===== config.mk =====
export PLATFORM = sky130hd
export DESIGN_NAME = skew_feed_buffer_flat
export DESIGN_NICKNAME = d
export VERILOG_FILES = /design/src/rtl/skew_feed_buffer_if.sv /design/src/rtl/skew_feed_buffer.sv /design/src/flat_wrapper.sv
export SDC_FILE = /design/constraint.sdc
export NUM_CORES = 1
export LEC_CHECK = 0
export CORE_ASPECT_RATIO = 1.75
export CORE_MARGIN = 3
export CORE_UTILIZATION = 60
export CTS_BUF_LIST = sky130_fd_sc_hd__clkbuf_4
export CTS_CLUSTER_SIZE = 12
export DETAILED_ROUTE_END_ITERATION = 7
export MAX_ROUTING_LAYER = met4
export PLACE_DENSITY_LB_ADDON = 0.08
export SLEW_MARGIN = 10
export SYNTH_ARGS = -nofsm -noshare
export SYNTH_HDL_FRONTEND = slang
export SYNTH_SLANG_ARGS = --single-unit
export TNS_END_PERCENT = 100

===== constraint.sdc =====
create_clock -name clk -period 3.05 [get_ports clk]
set_input_delay 0.61 -clock clk [delete_from_list [all_inputs] [get_ports clk]]
set_output_delay 0.61 -clock clk [all_outputs]
set_load 0.005 [all_outputs]

===== src/rtl/skew_feed_buffer_if.sv =====
// Host-side bundle for the skew feed buffer: write port, stream control,
// skewed lane outputs and the combinational debug read port.
interface skew_feed_buffer_if #(
   parameter int DATA_WIDTH = 8,
   parameter int LINES      = 4,
   parameter int DEPTH      = 4
);
   localparam int LW = $clog2(LINES);
   localparam int EW = $clog2(DEPTH);

   logic                        write_enable;
   logic [LW-1:0]               write_line;
   logic [EW-1:0]               write_elem;
   logic [DATA_WIDTH-1:0]       data_in;
   logic                        start;
   logic                        busy;
   logic                        done;
   logic                        write_err;
   logic [LINES-1:0]            lane_valid;
   logic [DATA_WIDTH*LINES-1:0] data_out;
   logic [LW-1:0]               dbg_line;
   logic [EW-1:0]               dbg_elem;
   logic [DATA_WIDTH-1:0]       dbg_data;

   // Host side: drives writes, start and debug address.
   modport master (
      output write_enable, write_line, write_elem, data_in, start, dbg_line, dbg_elem,
      input  busy, done, write_err, lane_valid, data_out, dbg_data
   );

   // Buffer side.
   modport slave (
      input  write_enable, write_line, write_elem, data_in, start, dbg_line, dbg_elem,
      output busy, done, write_err, lane_valid, data_out, dbg_data
   );
endinterface


===== src/rtl/skew_feed_buffer.sv =====
// LINES x DEPTH operand buffer feeding the systolic array edge. A start
// request streams every line in parallel with line i delayed i beats, so the
// array receives diagonally staggered operands. Writes are refused while a
// stream is in flight so the streamed data is always a consistent snapshot.
module skew_feed_buffer #(
   parameter int DATA_WIDTH = 8,
   parameter int LINES      = 4,
   parameter int DEPTH      = 4
) (
   input logic             clk,
   input logic             rst_n,
   skew_feed_buffer_if.slave bus
);
   localparam int LW = $clog2(LINES);
   localparam int EW = $clog2(DEPTH);
   localparam int CW = $clog2(DEPTH + LINES);
   localparam logic [CW-1:0] LAST_BEAT = CW'(DEPTH + LINES - 2);

   typedef enum logic {
      IDLE,
      STREAM
   } state_t;

   state_t                      state;
   logic [CW-1:0]               cnt;
   logic                        busy_q;
   logic                        done_q;
   logic                        write_err_q;
   logic [LINES-1:0]            lane_valid_q;
   logic [DATA_WIDTH*LINES-1:0] data_out_q;

   logic [DATA_WIDTH-1:0]       mem [LINES][DEPTH];
   logic [LINES-1:0]            beat_valid;
   logic [DATA_WIDTH-1:0]       beat_data [LINES];
   int                          offset;

   // Storage and write port; writes arriving during a stream are dropped and flagged.
   always_ff @(posedge clk or negedge rst_n) begin
      if (!rst_n) begin
         for (int l = 0; l < LINES; l++) begin
            for (int e = 0; e < DEPTH; e++) begin
               mem[l][e] <= '0;
            end
         end
         write_err_q <= 1'b0;
      end else begin
         write_err_q <= bus.write_enable && busy_q;
         if (bus.write_enable && !busy_q) begin
            mem[bus.write_line][bus.write_elem] <= bus.data_in;
         end
      end
   end

   // Select the element each lane presents on the current beat: lane i shows element cnt-i.
   always_comb begin
      offset = 0;
      for (int i = 0; i < LINES; i++) begin
         offset        = int'(cnt) - i;
         beat_valid[i] = 1'b0;
         beat_data[i]  = '0;
         if (offset >= 0 && offset < DEPTH) begin
            beat_valid[i] = 1'b1;
            beat_data[i]  = mem[i][offset[EW-1:0]];
         end
      end
   end

   // Stream sequencer: one beat per cycle, done on the final diagonal beat.
   always_ff @(posedge clk or negedge rst_n) begin
      if (!rst_n) begin
         state        <= IDLE;
         cnt          <= '0;
         busy_q       <= 1'b0;
         done_q       <= 1'b0;
         lane_valid_q <= '0;
         data_out_q   <= '0;
      end else begin
         done_q <= 1'b0;
         case (state)
            IDLE: begin
               lane_valid_q <= '0;
               data_out_q   <= '0;
               if (bus.start) begin
                  state  <= STREAM;
                  cnt    <= '0;
                  busy_q <= 1'b1;
               end
            end
            STREAM: begin
               lane_valid_q <= beat_valid;
               for (int i = 0; i < LINES; i++) begin
                  data_out_q[DATA_WIDTH*i +: DATA_WIDTH] <= beat_data[i];
               end
               if (cnt == LAST_BEAT) begin
                  done_q <= 1'b1;
                  busy_q <= 1'b0;
                  state  <= IDLE;
                  cnt    <= '0;
               end else begin
                  cnt <= cnt + CW'(1);
               end
            end
            default: begin
               state <= IDLE;
            end
         endcase
      end
   end

   assign bus.busy       = busy_q;
   assign bus.done       = done_q;
   assign bus.write_err  = write_err_q;
   assign bus.lane_valid = lane_valid_q;
   assign bus.data_out   = data_out_q;
   assign bus.dbg_data   = mem[bus.dbg_line][bus.dbg_elem];
endmodule


===== src/flat_wrapper.sv =====
// flat-port wrapper written by rule: the top's interface ports become plain ports
module skew_feed_buffer_flat 
#(
   parameter int DATA_WIDTH = 8,
   parameter int LINES      = 4,
   parameter int DEPTH      = 4
)
  (clk, rst_n, bus_write_enable, bus_write_line, bus_write_elem, bus_data_in, bus_start, bus_dbg_line, bus_dbg_elem, bus_busy, bus_done, bus_write_err, bus_lane_valid, bus_data_out, bus_dbg_data);
  skew_feed_buffer_if #(.DATA_WIDTH(DATA_WIDTH), .LINES(LINES), .DEPTH(DEPTH)) bus_i ();
  input logic clk;
  input logic rst_n;
  input wire logic [$bits(bus_i.write_enable)-1:0] bus_write_enable;
  input wire logic [$bits(bus_i.write_line)-1:0] bus_write_line;
  input wire logic [$bits(bus_i.write_elem)-1:0] bus_write_elem;
  input wire logic [$bits(bus_i.data_in)-1:0] bus_data_in;
  input wire logic [$bits(bus_i.start)-1:0] bus_start;
  input wire logic [$bits(bus_i.dbg_line)-1:0] bus_dbg_line;
  input wire logic [$bits(bus_i.dbg_elem)-1:0] bus_dbg_elem;
  output wire logic [$bits(bus_i.busy)-1:0] bus_busy;
  output wire logic [$bits(bus_i.done)-1:0] bus_done;
  output wire logic [$bits(bus_i.write_err)-1:0] bus_write_err;
  output wire logic [$bits(bus_i.lane_valid)-1:0] bus_lane_valid;
  output wire logic [$bits(bus_i.data_out)-1:0] bus_data_out;
  output wire logic [$bits(bus_i.dbg_data)-1:0] bus_dbg_data;
  assign bus_i.write_enable = bus_write_enable;
  assign bus_i.write_line = bus_write_line;
  assign bus_i.write_elem = bus_write_elem;
  assign bus_i.data_in = bus_data_in;
  assign bus_i.start = bus_start;
  assign bus_i.dbg_line = bus_dbg_line;
  assign bus_i.dbg_elem = bus_dbg_elem;
  assign bus_busy = bus_i.busy;
  assign bus_done = bus_i.done;
  assign bus_write_err = bus_i.write_err;
  assign bus_lane_valid = bus_i.lane_valid;
  assign bus_data_out = bus_i.data_out;
  assign bus_dbg_data = bus_i.dbg_data;
  skew_feed_buffer #(.DATA_WIDTH(DATA_WIDTH), .LINES(LINES), .DEPTH(DEPTH)) u_core (.clk(clk), .rst_n(rst_n), .bus(bus_i));
endmodule

==> impl_metrics.toml <==
[pwr]
power_frac_clock = 0.151
switchingPower_mw = 2.76
swShare = 0.328
total_power_mw = 8.41
p_int_mw = 5.65
p_leak_nw = 4.26
peakVddDrop_mv = 0.594
power.density_nw_per_um2 = 892
pwr-share-seq = 0.450
p_comb_frac = 0.399

[logic_synthesis]
synthAdderAreaFrac = 0.00918
synthMuxAreaShare = 0.356
synth_compound_area_frac = 0.0203
synth_edf_count = 0
synth_area_per_cell_sq_um = 15.8
yosys-top-cells-area = "dfrtp_1, mux4_2, mux2_2"
synthSimpleGateAreaFrac = 0.0650
synthArstFlopShare = 1.00
synth.top_cell.area_share = 0.523
synth_area_sq_um = 8180
synth_top_family_by_area = "multiplexers"
syn_nets = 545
synth_cell_types = 34
ys_warn_count = 0
synthFlopType = "dfrtp_1"
synth-seq-area-share = 0.523
yosysTopAreaCell = "dfrtp_1"
synth_xor_xnor_area_share = 0.00107
ys_ff_latch = 171
netlist_instances = 519

[clocking]
clk_pin_slew_ns = 0.14
post_cts_resized = 1
post-cts-setup-buffers = 0
clock-sinks = 171
cts_hold_buf = 0
cts_max_level = 4
cts_root_buf = "clkbuf_4"
cts_tree = "yes"
clk-insertion-delay-late_ns = 0.56
cts_max_path_buffers = 2
cts_buffers = 17

[die]
die_w_um = 94.3
die_h_um = 160
fp.coreArea_sq_um = 13100
row_count = 55
initial_core_util = 0.622
die-area_sq_um = 15100
io_pins = 67

[timing]
final.min_clock_period_ns = 2.88
worst_pin_slew_ns = 0.842
rsz0062_at_grt = "no"
max_freq_mhz = 347
drv_slew = 0
hold_viol_final = 0
finalCritPeriodShare = 0.945
slew_headroom = 0.439
tns_ns = 0
fin_ws_ns = 0.168
hold_ws_ns = 0.0653
finalClockSkew_ns = 0.0251
setup_viol = 0

[setup_path]
end_kind = "output port"
cp-start-kind = "input pin"
arrival_ns = 2.27
regToRegEndpoint = "u_core.bus.data_out[15]"
r2r_cells = 4
crit_cells = 6
r2r-start = "u_core.cnt[0]"
rrSetupSlack_ns = 0.97
path_cells = "dlygate4sd2_1, bufbuf_16, mux4_2, a22oi_1, nand2_1, clkdlybuf4s50_1"
required_ns = 2.44
crit_type = "in -> out"
cp_slowest_cell = "clkdlybuf4s50_1"
crit_family = "buffers and inverters"
crit_fanout = 16
critPathBufInv = 3
cpPeakStageDelay_ns = 0.45

[layout]
drive_gt1_frac = 0.430
area_growth_pct = 15.3
finalNetCount = 618

[drt]
wl_per_cell_um = 26.2
dr.pass1.iters = 5
drt-initial-drc-count = 311
drc = 0
routed_wl_um = 20400
via_per_inst = 6.52
vias = 5069
ant_nets = 0

[global_route]
grt_overflow = 0
track_usage = 0.297
grt_max_degree = 81
grt_pass1_wl_um = 31400
antenna_found_initial = 1
grt_pass1_vias = 5441

[place]
numPortBuffers = 66
gp_congestion = 0.888
dp_hpwl_um = 13300
post-place-ws_ns = -0.0111

[min_path]
hp-class = "in -> async"

[run_status]
status = "finished clean"

[run]
max_cap_violations = 0
==> worst reg2reg max path, stage by stage (launching register included) <==
cell and delay (ns):
dfrtp_2 0.38, buf_4 0.57, a21bo_2 0.25, nand3_1 0.46, nor2b_1 0.33
==> sequential cells by signal (all words and copies together) (netlist names) <==
register               count
u_core.state               1
u_core.mem               128
u_core.bus.write_err       1
u_core.bus.done            1
u_core.bus.lane_valid      4
u_core.cnt                 3
u_core.bus.data_out       32
u_core.bus.busy            1
==> synth_stat cells, types with 2 or more instances <==
cell,instances
a22oi_1,16
and2_1,11
and3_1,10
and4bb_2,2
buf_1,5
buf_2,8
buf_4,7
clkbuf_1,14
dfrtp_1,171
ha_1,6
inv_1,8
mux2_2,120
mux2_4,8
mux4_2,64
nand2_1,17
nand2_2,5
nand3_1,2
nor2_1,4
nor2b_1,24
o21ai_0,2
o31ai_1,2
==> area by class of cell <==
class	count	area, sq um
clock buffer	17	128
sequential	171	4280
clock inverter	15	150
timing repair buffer	89	928
antenna	1	2.50
multi-input combinational	305	3690
inverter	8	30.0
tap	171	214
fill	879	3720
==> stage by stage <==
step	utilization	instances	instance area [sq um]
global route	0.717	777	9430
global placement	0.694	743	9120
detailed placement	0.694	743	9120
CTS	0.717	776	9430
floorplan	-	519	8180
finish	0.717	777	9430
==> cells in the final DEF (no fill, tap or decap), types with 4 or more instances in the layout <==
cell type	instances
nor2b_1	24
and2_1	11
clkinvlp_4	4
and3_1	10
mux2_4	8
nand2_2	5
mux2_2	120
nor2_1	4
a22oi_1	16
buf_12	6
buf_4	16
mux4_2	64
nand2_1	17
clkbuf_4	17
inv_1	8
clkdlybuf4s50_1	63
ha_1	6
dfrtp_1	170
==> per-layer routing <==
| layer | vias up | track usage | share of wire |
|---|---|---|---|
| met3 | 72 | 0.0665 | 0.066 |
| met5 | - | - | 0 |
| met4 | 0 | 0.147 | 0.049 |
| li1 | 2095 | - | - |
| met2 | 224 | 0.468 | 0.52 |
| met1 | 2678 | 0.361 | 0.37 |
==> cells by family (layout without fill, tap and decap cells) <==
| logic type | Yosys count | after routing |
|---|---|---|
| DFF | 171 | 171 |
| AOI/OAI and AO/OA | 23 | 23 |
| buffers and inverters | 43 | 129 |
| muxes | 192 | 192 |
| adders and majority gates | 6 | 6 |
| other | 0 | 1 |
| and+or+nand+nor | 83 | 83 |
| xor gates and xnor gates | 1 | 1 |
==> power by group through the flow <==
stage	clock (mW)	combinational, mW	sequential (mW)
global route	1.39	3.61	3.86
floorplan	0	2.32	3.55
finish	1.27	3.35	3.78
global placement	0	3.26	3.76
CTS	1.30	3.38	3.76
detailed placement	0	3.36	3.81
==> worst max path at each step <==
| stage | slack, ns | from | to |
|---|---|---|---|
| after floorplan | 0.53 | u_core.cnt[0] | u_core.bus.data_out[30] |
| after global placement | 0.05 | bus_dbg_line[1] | bus_dbg_data[0] |
| after detailed placement | -0.01 | bus_dbg_line[1] | bus_dbg_data[1] |
| after CTS | 0.17 | bus_dbg_line[0] | bus_dbg_data[1] |
| after global routing | 0.05 | bus_dbg_line[0] | bus_dbg_data[1] |
| final | 0.17 | bus_dbg_line[1] | bus_dbg_data[4] |
No activity file was read; power rests on OpenSTA's default activity.
